[src/rtl/alu_ex_stage.sv]
// rtl/alu_ex_stage.sv - nPower execute stage: ALU plus EX/MEM register with one-entry skid buffer
//
// Purpose:
//   Computes the ALU result and flags for the instruction held in ID/EX.
//   The result is stored in the EX/MEM register, which uses a valid/ready handshake.
//   A main register M drives the outputs. A skid register S catches one extra entry
//   so that in_ready can come straight from a flop.
//
// Ports:
//   clk, rst          clock, synchronous active-high reset
//   flush             drop every entry held in the stage
//   in_valid/in_ready upstream handshake (in_ready is registered)
//   alu_op            4-bit operation code
//   src_a, src_b      operands
//   rd_in, wen_in     destination tag and write enable
//   out_valid/out_ready downstream handshake
//   result, zero, carry, ovf, illegal, rd_out, wen_out   EX/MEM entry fields

module alu_ex_stage #(
  parameter int XLEN = 32,
  parameter int RW   = 5
) (
  input  logic            clk,
  input  logic            rst,
  input  logic            flush,
  input  logic            in_valid,
  output logic            in_ready,
  input  logic [3:0]      alu_op,
  input  logic [XLEN-1:0] src_a,
  input  logic [XLEN-1:0] src_b,
  input  logic [RW-1:0]   rd_in,
  input  logic            wen_in,
  output logic            out_valid,
  input  logic            out_ready,
  output logic [XLEN-1:0] result,
  output logic            zero,
  output logic            carry,
  output logic            ovf,
  output logic            illegal,
  output logic [RW-1:0]   rd_out,
  output logic            wen_out
);

  typedef struct packed {
    logic [XLEN-1:0] result;
    logic            zero;
    logic            carry;
    logic            ovf;
    logic            illegal;
    logic [RW-1:0]   rd;
    logic            wen;
  } entry_t;

  typedef enum logic [1:0] {
    EMPTY = 2'd0,
    ONE   = 2'd1,
    FULL  = 2'd2
  } state_t;

  localparam logic [3:0] OP_AND = 4'b0000;
  localparam logic [3:0] OP_OR  = 4'b0001;
  localparam logic [3:0] OP_ADD = 4'b0010;
  localparam logic [3:0] OP_SUB = 4'b0110;
  localparam logic [3:0] OP_SLT = 4'b0111;
  localparam logic [3:0] OP_XOR = 4'b1101;

  state_t state;
  entry_t m_q;
  entry_t s_q;
  entry_t new_entry;

  logic [XLEN:0] sum;
  logic [XLEN:0] diff;
  logic          accept;
  logic          drain;

  // Both adders are XLEN+1 bits wide. The top bit is the carry.
  // For subtraction, the top bit is set when no borrow occurs.
  assign sum  = {1'b0, src_a} + {1'b0, src_b};
  assign diff = {1'b0, src_a} + {1'b0, ~src_b} + {{XLEN{1'b0}}, 1'b1};

  always_comb begin
    new_entry         = '0;
    new_entry.rd      = rd_in;
    unique case (alu_op)
      OP_AND: new_entry.result = src_a & src_b;
      OP_OR:  new_entry.result = src_a | src_b;
      OP_XOR: new_entry.result = src_a ^ src_b;
      OP_ADD: begin
        new_entry.result = sum[XLEN-1:0];
        new_entry.carry  = sum[XLEN];
        new_entry.ovf    = (src_a[XLEN-1] == src_b[XLEN-1]) &&
                           (sum[XLEN-1] != src_a[XLEN-1]);
      end
      OP_SUB: begin
        new_entry.result = diff[XLEN-1:0];
        new_entry.carry  = diff[XLEN];
        // For a-b, overflow is possible only when the operand signs differ.
        new_entry.ovf    = (src_a[XLEN-1] != src_b[XLEN-1]) &&
                           (diff[XLEN-1] != src_a[XLEN-1]);
      end
      OP_SLT: new_entry.result = {{(XLEN-1){1'b0}}, ($signed(src_a) < $signed(src_b))};
      default: new_entry.illegal = 1'b1;
    endcase
    new_entry.zero = (new_entry.result == '0);
    new_entry.wen  = wen_in & ~new_entry.illegal;
  end

  assign accept = in_valid & in_ready;
  assign drain  = out_valid & out_ready;

  // The M/S occupancy is encoded as EMPTY/ONE/FULL.
  // out_valid and in_ready are registered copies of "M valid" and "S empty".
  always_ff @(posedge clk) begin
    if (rst) begin
      state     <= EMPTY;
      out_valid <= 1'b0;
      in_ready  <= 1'b1;
      m_q       <= '0;
      m_q.zero  <= 1'b1;
      s_q       <= '0;
    end else if (flush) begin
      // Only the valid state is cleared. The output fields keep their last values.
      state     <= EMPTY;
      out_valid <= 1'b0;
      in_ready  <= 1'b1;
    end else begin
      unique case (state)
        EMPTY: begin
          if (accept) begin
            m_q       <= new_entry;
            state     <= ONE;
            out_valid <= 1'b1;
          end
        end
        ONE: begin
          if (drain && accept) begin
            m_q <= new_entry;
          end else if (drain) begin
            state     <= EMPTY;
            out_valid <= 1'b0;
          end else if (accept) begin
            s_q      <= new_entry;
            state    <= FULL;
            in_ready <= 1'b0;
          end
        end
        FULL: begin
          // in_ready is low here, so no new entry can arrive together with the drain.
          if (drain) begin
            m_q      <= s_q;
            state    <= ONE;
            in_ready <= 1'b1;
          end
        end
        default: begin
          state     <= EMPTY;
          out_valid <= 1'b0;
          in_ready  <= 1'b1;
        end
      endcase
    end
  end

  assign result  = m_q.result;
  assign zero    = m_q.zero;
  assign carry   = m_q.carry;
  assign ovf     = m_q.ovf;
  assign illegal = m_q.illegal;
  assign rd_out  = m_q.rd;
  assign wen_out = m_q.wen;

endmodule

[config.mk]
export PLATFORM = sky130hd
export DESIGN_NAME = alu_ex_stage
export DESIGN_NICKNAME = d
export VERILOG_FILES = /design/src/rtl/alu_ex_stage.sv
export SDC_FILE = /design/constraint.sdc
export NUM_CORES = 1
export LEC_CHECK = 0
export CAP_MARGIN = 20
export CORE_ASPECT_RATIO = 1.4
export CORE_MARGIN = 2
export CORE_UTILIZATION = 45
export DETAILED_ROUTE_END_ITERATION = 6
export GPL_ROUTABILITY_DRIVEN = 1
export PLACE_DENSITY = 0.79
export REMOVE_ABC_BUFFERS = 1
export SETUP_SLACK_MARGIN = 0.3
export SLEW_MARGIN = 20
export SYNTH_ARGS = -nofsm -noshare
export SYNTH_HDL_FRONTEND = slang
export SYNTH_SLANG_ARGS = --single-unit
[constraint.sdc]
create_clock -name clk -period 4.8 [get_ports clk]
set_input_delay 0.96 -clock clk [delete_from_list [all_inputs] [get_ports clk]]
set_output_delay 0.96 -clock clk [all_outputs]
set_load 0.1 [all_outputs]
==> results.json <==
{
  "ys_warn_count": 0,
  "cts_buffers": 9,
  "powerDensity_nw_per_um2": 226,
  "routabilityCongestion": 1.01,
  "drc": 0,
  "whs_endpoint": "s_q[30]",
  "worstHoldStart": "s_q[30]",
  "cts_max_path_buffers": 2,
  "antenna_cells": 0,
  "drive_above_1_share": 0.158,
  "syn_inst": 1315,
  "path_cells": "clkdlybuf4s50_1 > inv_1 > ha_2 > buf_4 > nand4_1 > buf_4 > o221a_2 > a21oi_4 > o21ai_1 > or3_1 > a211oi_2 > and4bb_1 > o211a_1 > nand3_1 > a221oi_2",
  "layout_min_cycle_time_ns": 4.36,
  "seq_area_frac_synth": 0.190,
  "fp-row-count": 62,
  "p_comb_frac": 0.469,
  "dp_hpwl_mm": 27.0,
  "synth_ff_type": "dfxtp_1",
  "overflow": 0,
  "regToRegStartpoint": "out_valid",
  "ir_drop_v": 0.000175,
  "reg2reg_depth": 8,
  "clk_latency_ns": 0.33,
  "drt_wl_total_mm": 34.1,
  "hold_viol_final": 0,
  "p_seq_frac": 0.284,
  "fin_skew_ns": 0.00499,
  "dieHeight_um": 174,
  "ios": 123,
  "crit_arrival_ns": 4.61,
  "die_x_um": 125,
  "die-area_um2": 21800,
  "drv_cap": 0,
  "max_freq_mhz": 230,
  "grt_antenna_before_repair": 0,
  "rrSetupSlack_ns": 2.39,
  "maxSlewViolCount": 0,
  "area_delta_synth_final_pct": 30.2,
  "finalCritPeriodShare": 0.907,
  "finalInstanceArea_um2": 12100,
  "num_vias": 10800,
  "htree_levels": 3,
  "drtPass1Iterations": 6,
  "swShare": 0.392,
  "leakage_uw": 0.00510,
  "critPathMaxStageDelay_ns": 0.51,
  "grt_max_degree": 62,
  "drt_iter0_drc": 1184,
  "start_util": 0.455,
  "grt_usage": 0.305,
  "postSynthAreaPerCell_um2": 7.06,
  "core_area_um2": 20400,
  "cp-end-kind": "flop",
  "hold_path_class": "flop to flop",
  "power_uw": 2730,
  "switchingPower_uw": 1070,
  "rsz0062_at_grt": "no",
  "async_reset_ff_frac": 0,
  "dpl_cell_area_um2": 11600,
  "wl_per_cell_um": 19.2,
  "worstHoldPathCells": 2,
  "r2r_end": "result[1]",
  "critPathKind": "input pin to flop",
  "synth_edf_count": 0,
  "grt_pass1_wl_mm": 54.3,
  "io_buffers": 122,
  "tightest_slew_ns": 1.03,
  "synth_seq_cells": 88,
  "synth_cell_types": 91,
  "avgViaCountPerCell": 6.07,
  "max_slew_margin": 0.311,
  "cts_tree": "done",
  "synth_area_um2": 9290,
  "clk_pin_slew_worst_paths_ns": 0.06,
  "p_int_uw": 1660,
  "hold_buffers": 0,
  "status": "finished, final reports clean",
  "clkSinkCount": 88,
  "grt_pass1_vias": 10400,
  "slowest_stage": "clkdlybuf4s50_1",
  "cts_root_buf": "clkbuf_16",
  "crit_top_cell": "buf_4",
  "num-nets-final": 1691,
  "timing.hold.ws_ns": 0.457,
  "pwr-share-clk": 0.247,
  "worstPathMaxFanout": 7,
  "final_cell_mix": "nor2_1, buf_4, a21oi_1",
  "crit_required_ns": 5.05,
  "postRouteAntennaNets": 0,
  "final_common_cell": "nor2_1",
  "setup_viol_count_final": 0,
  "cp-start-kind": "input pin"
}
==> how the worst max path moves through the flow <==
stage | start | endpoint | slack, ns | cells after the start
finish | src_a[9] | zero | 0.44 | 15
global route | src_b[0] | zero | 0.29 | 14
CTS | src_a[1] | s_q[9] | 0.30 | 14
detailed placement | src_b[0] | s_q[9] | -0.10 | 14
global placement | src_a[1] | zero | -0.06 | 13
floorplan | in_ready | s_q[10] | -1.45 | 3
==> kinds of logic (layout without fill, tap and decap cells) <==
kind of cell	after synthesis	in the layout	share of synthesized area
buf+inv	187	391	0.0832
flops	88	88	0.190
compound gates	451	451	0.337
mux	10	10	0.0109
fa+ha+maj	98	98	0.134
xor+xnor	9	9	0.00849
simple gates	472	472	0.238
==> routing by layer <==
layer  vias up  part of all wire  global-route usage
li1       5147                 -                   -
met1      5017              0.39               0.358
met2       488              0.49               0.534
met3       122             0.065              0.0406
met4         0             0.055               0.164
met5         -                 0                   0
==> cells in the mapped netlist, types with 12 or more instances <==
cell / count / area (um^2)
nor2_1: 179 / 672
a21oi_1: 126 / 631
nand2_1: 112 / 420
inv_1: 101 / 379
ha_1: 96 / 1200
dfxtp_1: 88 / 1760
a211oi_1: 59 / 443
o21ai_0: 56 / 280
clkbuf_1: 46 / 173
nor3_1: 34 / 170
nand3_1: 30 / 150
buf_2: 24 / 120
and2_1: 21 / 131
o21ai_1: 16 / 80.1
o31ai_1: 16 / 120
nor2b_1: 14 / 87.6
nor4_1: 14 / 87.6
o211ai_1: 14 / 105
a21o_1: 13 / 97.6
o21bai_1: 13 / 97.6
and3_1: 12 / 75.1
==> power by group through the flow <==
stage | clock [uW] | combinational (uW) | sequential (uW)
2_1_floorplan | 0 | 571 | 935
3_3_place_gp | 0 | 1200 | 790
3_5_place_dp | 0 | 1210 | 791
4_1_cts | 678 | 1220 | 776
5_1_grt | 709 | 1370 | 779
6_report | 675 | 1280 | 776
==> critical path: cells and delay by family <==
kind	cells	cell delay (ns)
AND/OR/NAND/NOR	4	0.94
adder cells (fa/ha/maj)	1	0.40
buffers and inverters	4	0.94
AO/OA/AOI/OAI	6	1.37
==> repair_timing <==
action / CTS / global route
gates resized for setup: 5 / 43
buffers inserted: 0 / 6
pin swaps: 0 / 15
endpoints found under the setup margin: 2 / 7
==> area by class of cell <==
cell class	count	area (um^2)
Fill cell	1914	8300
Multi-Input combinational cell	1040	6980
Timing Repair Buffer	273	2370
Sequential cell	88	1760
Inverter	102	383
Tap cell	256	320
Clock buffer	13	240
Clock inverter	3	42.5
==> registers in the layout (all words and copies together) (netlist names) <==
| signal | flops |
|---|---|
| carry | 1 |
| illegal | 1 |
| in_ready | 1 |
| out_valid | 1 |
| ovf | 1 |
| rd_out | 5 |
| result | 32 |
| s_q | 42 |
| state | 2 |
| wen_out | 1 |
| zero | 1 |
==> per-stage QoR <==
stage                     worst slack (ns)   util  setup TNS (ns)  cells
after floorplan                      -1.45      -          -52.07   1230
after global placement             -0.0610  0.566         -0.0963   1752
after detailed placement            -0.105  0.566          -0.205   1752
after CTS                            0.305  0.582               0   1768
after global routing                 0.293  0.593               0   1775
final                                0.444  0.593               0   1775
Note: power is estimated with default switching activity, not from simulation.
